### config.mk
export PLATFORM = sky130hd
export DESIGN_NAME = bottom_sorter
export DESIGN_NICKNAME = d
export VERILOG_FILES = /design/src/rtl/sorter_pkg.sv /design/src/rtl/cmp_swap.sv /design/src/rtl/bottom_sorter.sv
export SDC_FILE = /design/constraint.sdc
export NUM_CORES = 1
export LEC_CHECK = 0
export ABC_CLOCK_PERIOD_IN_PS = 1500
export BUFFER_PORTS_ARGS = -buffer_cell sky130_fd_sc_hd__buf_2
export CORE_MARGIN = 1
export CORE_UTILIZATION = 35
export CTS_CLUSTER_DIAMETER = 80
export DETAILED_ROUTE_END_ITERATION = 10
export PLACE_DENSITY_LB_ADDON = 0.3
export SYNTH_ARGS = -nofsm -noshare
export SYNTH_HDL_FRONTEND = slang
export SYNTH_SLANG_ARGS = --single-unit
export TNS_END_PERCENT = 20
### constraint.sdc
create_clock -name clk -period 1.5 [get_ports clk]
set_input_delay 0 -clock clk [delete_from_list [all_inputs] [get_ports clk]]
set_output_delay 0 -clock clk [all_outputs]
set_load 0.01 [all_outputs]
### src/rtl/sorter_pkg.sv
// sorter_pkg: shared constants and types for the bottom_sorter block.
//   KEY_W       : default key width in bits
//   key_t       : one unsigned key
//   lanes_t     : four keys, lane 1 at index 0
//   SORT_STAGES : register stages through the network (latency in cycles)
package sorter_pkg;

    localparam int KEY_W       = 4;
    localparam int SORT_STAGES = 4;

    typedef logic [KEY_W-1:0] key_t;
    typedef key_t [3:0]       lanes_t;

endpackage

### src/rtl/cmp_swap.sv
// cmp_swap: combinational compare-exchange of two unsigned keys.
//   a, b   : input keys (a is the lower lane)
//   lo, hi : outputs for the lower / upper lane
// Build option SORTER_DESCENDING_EN: swap on a < b, so larger keys move
// toward the lower lane. Default: swap on a > b. Equal keys never swap.
module cmp_swap
    import sorter_pkg::*;
#(
    parameter int W = KEY_W
) (
    input  logic [W-1:0] a,
    input  logic [W-1:0] b,
    output logic [W-1:0] lo,
    output logic [W-1:0] hi
);

    logic swap;

`ifdef SORTER_DESCENDING_EN
    assign swap = (a < b);
`else
    assign swap = (a > b);
`endif

    assign lo = swap ? b : a;
    assign hi = swap ? a : b;

endmodule

### src/rtl/bottom_sorter.sv
// bottom_sorter: 4-lane odd-even transposition sorter, one register stage
// per phase, one vector per clock, fixed latency of SORT_STAGES cycles.
//   clk, rst_n        : clock, asynchronous active-low reset
//   in_valid, i1..i4  : input vector and its qualifier
//   out_valid, o1..o4 : sorted vector (o1 smallest) and its qualifier
// Build option SORTER_DESCENDING_EN (inside cmp_swap) reverses the order.
// Data stages load every cycle; only the valid pipe carries qualification.
module bottom_sorter
    import sorter_pkg::*;
#(
    parameter int W = KEY_W
) (
    input  logic         clk,
    input  logic         rst_n,
    input  logic         in_valid,
    input  logic [W-1:0] i1,
    input  logic [W-1:0] i2,
    input  logic [W-1:0] i3,
    input  logic [W-1:0] i4,
    output logic         out_valid,
    output logic [W-1:0] o1,
    output logic [W-1:0] o2,
    output logic [W-1:0] o3,
    output logic [W-1:0] o4
);

    typedef logic [3:0][W-1:0] stage_t;

    stage_t p1, p2, p3, p4;
    stage_t s1, s2, s3, s4;
    logic [SORT_STAGES-1:0] vld;

    // phase 1: pairs (1,2) and (3,4) on raw inputs
    cmp_swap #(.W(W)) u_ce1a (.a(i1), .b(i2), .lo(p1[0]), .hi(p1[1]));
    cmp_swap #(.W(W)) u_ce1b (.a(i3), .b(i4), .lo(p1[2]), .hi(p1[3]));

    // phase 2: middle pair, outer lanes pass through
    assign p2[0] = s1[0];
    assign p2[3] = s1[3];
    cmp_swap #(.W(W)) u_ce2  (.a(s1[1]), .b(s1[2]), .lo(p2[1]), .hi(p2[2]));

    // phase 3: pairs (1,2) and (3,4)
    cmp_swap #(.W(W)) u_ce3a (.a(s2[0]), .b(s2[1]), .lo(p3[0]), .hi(p3[1]));
    cmp_swap #(.W(W)) u_ce3b (.a(s2[2]), .b(s2[3]), .lo(p3[2]), .hi(p3[3]));

    // phase 4: middle pair, outer lanes pass through
    assign p4[0] = s3[0];
    assign p4[3] = s3[3];
    cmp_swap #(.W(W)) u_ce4  (.a(s3[1]), .b(s3[2]), .lo(p4[1]), .hi(p4[2]));

    always_ff @(posedge clk or negedge rst_n) begin
        if (!rst_n) begin
            s1  <= '0;
            s2  <= '0;
            s3  <= '0;
            s4  <= '0;
            vld <= '0;
        end else begin
            s1  <= p1;
            s2  <= p2;
            s3  <= p3;
            s4  <= p4;
            vld <= {vld[SORT_STAGES-2:0], in_valid};
        end
    end

    assign out_valid = vld[SORT_STAGES-1];
    assign o1 = s4[0];
    assign o2 = s4[1];
    assign o3 = s4[2];
    assign o4 = s4[3];

endmodule

==> results.toml, run 1 <==
[clocking]
clk_latency_ns = 0.34
cts-root-buf = "clkbuf_8"
cts_buffers = 9
clk_pin_slew_ns = 0.08
ctsLongestPathBuffers = 2
cts_tree = "done"
cts_sinks = 68
htree_levels = 3

[final_layout]
final_area_mm2 = 0.004233
seq_area_mm2 = 0.001702
antenna_cells = 0
multiInputGateArea_mm2 = 0.001371
final_util_pct = 53.66
final_nets = 346
fin_cells = 410
fill_cells = 660
area_growth_syn_to_layout_pct = 44.63
final_layout_size_suffix_gt1_share_pct = 55.84

[grt]
gr-usage-all-layers_pct = 11.74
grt_pass1_wl_mm = 7.686
grt_overflow = 0
grt_max_degree = 69
antenna_found_initial = 0
grt_pass1_vias = 1819

[detailed_routing]
vias_per_cell = 4.410
ant_nets = 0
drt_pass1_iterations = 4
via_count = 1808
drc_errors = 0
post_drt_wl_per_cell_um = 10.93
drtIter0Drc = 17
drt_wl_total_mm = 4.480

[synth]
synth_seq_cells = 68
synth_ff_type = "dfrtp_1"
synth_edf_count = 0
synth.top_cell.area_share_pct = 58.14
avgSynthCellArea_um2 = 15.09
synthTopCellsByCount = "68 x dfrtp_1, 48 x mux2_2, 24 x ha_1, 24 x inv_1"
ys.warnings.count = 0
ys_seq_area_share_pct = 58.14
async_flop_share_pct = 100.0
syn_inst = 194
synth_fp_nets = 237
synth_top_cell_by_area = "dfrtp_1"
yosys.cell_types.count = 10
netlist_area_mm2 = 0.002927
synth.most_common_cell = "dfrtp_1"
yosys-top-cells-area = "dfrtp_1 58%, mux2_2 18%, ha_1 10%, a21oi_4 3.3%, inv_1 3.1%"

[power_and_ir_drop]
clock_power_share_pct = 19.0
p_comb_share_pct = 46.0
p_sw_mw = 2.153
finalPower_mw = 7.525
p_per_area_mw_per_mm2 = 1778
leakage_nw = 2.080
p_int_mw = 5.372
peakVddDrop_mv = 0.8154
switching_share_pct = 28.61
seq_power_share_pct = 35.0

[sta]
period_share_pct = 110.6
setup_violations = 32
final_hold_viol_count = 0
fin_crit_ns = 1.660
tightest_slew_ns = 0.3368
finalMaxSlewViolations = 0
fin_skew_ns = 0.008942
grt_setup_unrepaired = "yes"
slew_headroom_pct = 77.54
fin_ws_ns = -0.1595
fmax_mhz = 602.6
holdWs_ns = 0.2023

[placed_design]
hpwl_mm = 3.028
dp_cells = 364
routabilityCongestion = 0.7091
io_buffers = 35
place_area_mm2 = 0.003505

[floorplan]
num_rows = 32
io_pins = 36
initial_utilization_pct = 37.10
dieArea_mm2 = 0.008731
fp.coreArea_mm2 = 0.007888
die_w_um = 93.44
die_h_um = 93.44

[setup_path]
critical_path_arrival_ns = 1.88
end_kind = "flip-flop"
crit_type = "flip-flop to flip-flop"
critPathMaxFanout = 8
start_kind = "flip-flop"
required_ns = 1.72

[outcome]
failed_checks = "setup timing"
status = "finished with violations"

[hold_path]
hold_class = "input pin to async pin"

[run]
maxCapViolCount = 0
[logic make-up (layout without fill, tap and decap cells)]
kind of cell,count (synthesis),in the layout,synth area share (%)
AOI/OAI and AO/OA,18,18,6.926
adders and majority gates,24,24,10.26
buffers and inverters,24,138,3.078
DFF,68,68,58.14
muxes,48,48,18.47
and+or+nand+nor,12,12,3.121
[critical path, cell delays in order, from the launching register on]
cell and delay (ns):
dfrtp_1 0.37, inv_1 0.05, ha_1 0.32, and4_4 0.22, a21oi_4 0.13, buf_12 0.15
mux2_4 0.30
[flip-flops by register name (all words and copies together) (netlist names)]
signal,cells
o2,4
o1,4
o4,4
s2,16
p2,8
vld,4
s1,8
s3,8
p4,8
o3,4
[repair_timing]
item / CTS / global route
endpoints found under the hold margin: 85 / 0
resized for setup: 43 / 7
hold buffers: 18 / 0
pin swaps: 10 / 12
setup buffers: 8 / 4
setup endpoints to repair: 32 / 32
[metrics by stage]
stage / setup slack [ns] / TNS (ns)
2_1_floorplan: -0.1095 / -3.318
3_3_place_gp: -0.2241 / -6.312
3_5_place_dp: -0.2419 / -6.908
4_1_cts: -0.1925 / -5.376
5_1_grt: -0.2176 / -6.065
6_report: -0.1595 / -4.419
[placed cells by master, fill, tap and decap left out]
cell type       n
a21oi_4         6
buf_2          35
nor2b_4         4
a21oi_2         2
mux2_4         32
ha_4            6
inv_1          22
inv_2           2
clkinv_4        2
buf_4          39
clkinv_2        4
mux2_2         16
dfrtp_1        68
bufinv_16       1
and4_4          2
buf_12          4
and4_1          4
o211ai_2        6
clkbuf_8        9
dlygate4sd3_1  18
nor2b_1         2
a21oi_1         4
ha_1           18
buf_6           2
[routing by layer]
metal	vias to the layer above	track usage, %	routed length, um
li1	896	-	-
met3	7	2.683	172
met2	35	20.28	2349
met1	870	12.59	1845
met5	-	0	0
met4	0	8.462	113
[path summary, 6_finish.rpt]
path,from,endpoint,slack [ns],cells after the start
max,s2[7],p4[0],-0.16,6
min,rst_n,o2[0],0.20,3
max reg2reg,s2[7],p4[0],-0.16,6
min reg2reg,p4[15],o4[3],0.35,0
max in group asynchronous,rst_n,s2[12],1.03,3
min in group clk,in_valid,vld[0],0.30,2
[power groups by stage]
stage                     Clock, mW  Sequential, mW  Combinational, mW
after floorplan                   0            2.75               1.55
after global placement            0            2.66               2.48
after detailed placement          0            2.66               2.51
after CTS                      1.48            2.63               3.38
after global routing           1.55            2.71               3.75
final                          1.43            2.63               3.46
[area by class of cell]
cell class / count / area share [%]
Clock inverter: 7 / 1.596
Timing Repair Buffer: 98 / 17.74
Clock buffer: 9 / 2.926
Inverter: 24 / 2.128
Multi-Input combinational cell: 102 / 32.40
Tap cell: 102 / 3.015
Sequential cell: 68 / 40.20
Power figures use the tool's default switching activity.
==> run 2, diff against run 1 <==
Settings changed: ABC_CLOCK_PERIOD_IN_PS 1500 to 1700.
Clock period 1.5 ns to 1.7 ns, I/O delays scaled along.
==> run 2 against run 1 <==
Net effect: the flow still finishes with violations (setup timing); power is 12% lower; via count is 2.0% lower; hold slack better by 0.017 ns; maximum frequency down 3.0%; combinational power decreased by 19%; critical path depth is the same; design area shrank 2.5%; die area stayed put; sequential share of layout area up 1.0 points; non-clock buffer count shrank 18; core utilization decreased by 1.3 points; flip-flop and latch count did not move; critical path type unchanged; critical endpoint is now p4[2]; largest cell class unchanged.
==> results.toml, run 2 (synthesized netlist as in run 1, its figures left out) <==
[final_layout]
layout_common_cells = "68 x dfrtp_1, 35 x buf_2, 28 x mux2_4"
fin_cells = 392
area_growth_syn_to_layout_pct = 41.00
top_register = "s2"
largest_reg_flops = 16
seq_area_mm2 = 0.001702
final_nets = 328
final_layout_size_suffix_gt1_share_pct = 54.14
multiInputGateArea_mm2 = 0.001366
fill_cells = 666
layout_commonest_cell = "dfrtp_1"
antenna_cells = 0

[detailed_routing]
vias_per_cell = 4.520
post_drt_wl_per_cell_um = 11.94
ant_nets = 0
drt_pass1_iterations = 2
drtIter0Drc = 25
drc_errors = 0
drt_wl_total_mm = 4.680
via_count = 1772

[sta]
fin_skew_ns = 0.01156
fin_crit_ns = 1.711
setup_violations = 2
tightest_slew_ns = 0.3452
grt_setup_unrepaired = "yes"
holdWs_ns = 0.2192
fin_ws_ns = -0.01114
period_share_pct = 100.7
final_hold_viol_count = 0
tns_ns = -0.01486
slew_headroom_pct = 76.98
finalMaxSlewViolations = 0
fmax_mhz = 584.4

[grt]
antenna_found_initial = 0
grt_pass1_wl_mm = 8.238
gr-usage-all-layers_pct = 12.44
grt_pass1_vias = 1889
grt_max_degree = 69
grt_overflow = 0

[floorplan]
initial_utilization_pct = 37.10
num_rows = 32
dieArea_mm2 = 0.008731
io_pins = 36
die_h_um = 93.44
die_w_um = 93.44
fp.coreArea_mm2 = 0.007888

[setup_path]
start_kind = "flip-flop"
end_kind = "flip-flop"
crit_type = "flip-flop to flip-flop"
rr_worst_depth = 6
r2r_start = "s2[1]"
required_ns = 1.92
critPathMaxFanout = 4
reg2reg_to = "p4[2]"
r2r_slack_ns = -0.01
critical_path_arrival_ns = 1.93

[outcome]
status = "finished with violations"
failed_checks = "setup timing"

[placed_design]
dp_cells = 344
dp_slack_ns = -0.05598
io_buffers = 35
routabilityCongestion = 0.7908
hpwl_mm = 2.951

[clocking]
clk_pin_slew_ns = 0.07
cts_buffers = 9
clk_latency_ns = 0.34
cts-root-buf = "clkbuf_8"
htree_levels = 3
cts_tree = "done"
ctsLongestPathBuffers = 2
cts_sinks = 68

[power_and_ir_drop]
leakage_nw = 1.989
peakVddDrop_mv = 0.5601
p_per_area_mw_per_mm2 = 1607
finalPower_mw = 6.632

[hold_path]
hold_class = "input pin to async pin"

[run]
maxCapViolCount = 0
-- run 2: cell types whose count changed in the layout (fill, tap and decap cells not counted), sizes merged --
cell and delta:
clkbuf +1, clkinv -2, buf -18, bufinv +1
-- run 2: cell type report --
cell class	instances	area share [%]
clock buffer	10	3.335
clock inverter	6	2.122
inverter	24	2.183
multi-input combinational	102	33.11
sequential	68	41.24
tap	102	3.093
timing repair buffer	80	14.92
-- run 2: how the worst max path moves through the flow --
stage / end / depth (start not counted) / from / slack [ns]
floorplan: o2[0] / 5 / s3[5] / 0.08
global placement: o2[2] / 5 / s3[5] / -0.03
finish: p4[2] / 6 / s2[1] / -0.01
CTS: s2[5] / 4 / s1[6] / -0.04
global route: p4[2] / 7 / s2[5] / -0.06
detailed placement: s3[11] / 6 / s2[13] / -0.06
-- run 2: metrics by stage --
step | cell area (um2) | utilization (%)
after floorplan | 2927 | -
after global placement | 3339 | 42.34
after detailed placement | 3339 | 42.34
after CTS | 3862 | 48.97
after global routing | 4126 | 52.32
final | 4126 | 52.32
-- run 2: power by group --
| part | leakage, nW | total, mW | switching (mW) | internal (mW) |
|---|---|---|---|---|
| Combinational | 1.08 | 2.81 | 1.06 | 1.76 |
| Clock | 0.116 | 1.45 | 0.589 | 0.865 |
| Sequential | 0.792 | 2.36 | 0.239 | 2.12 |
-- run 2: routing by layer --
metal	vias up	GRT usage, %	share of wire, %
met5	-	0	0
met2	35	20.71	51
met4	0	7.692	2.1
li1	859	-	-
met1	870	14.46	44
met3	8	2.927	3.3
-- run 2: worst max-delay path, cell delays in order (launching register included) --
cell	delay, ns
dfrtp_1	0.42
ha_4	0.29
nor2b_4	0.14
o211ai_2	0.12
a21oi_4	0.19
buf_6	0.15
mux2_4	0.30
-- run 2: timing repair --
action	CTS	global route
hold buffers	18	0
endpoints found under the hold margin	85	0
buffers inserted	7	7
pin swaps	4	13
setup endpoints to repair	32	48
resized for setup	11	41
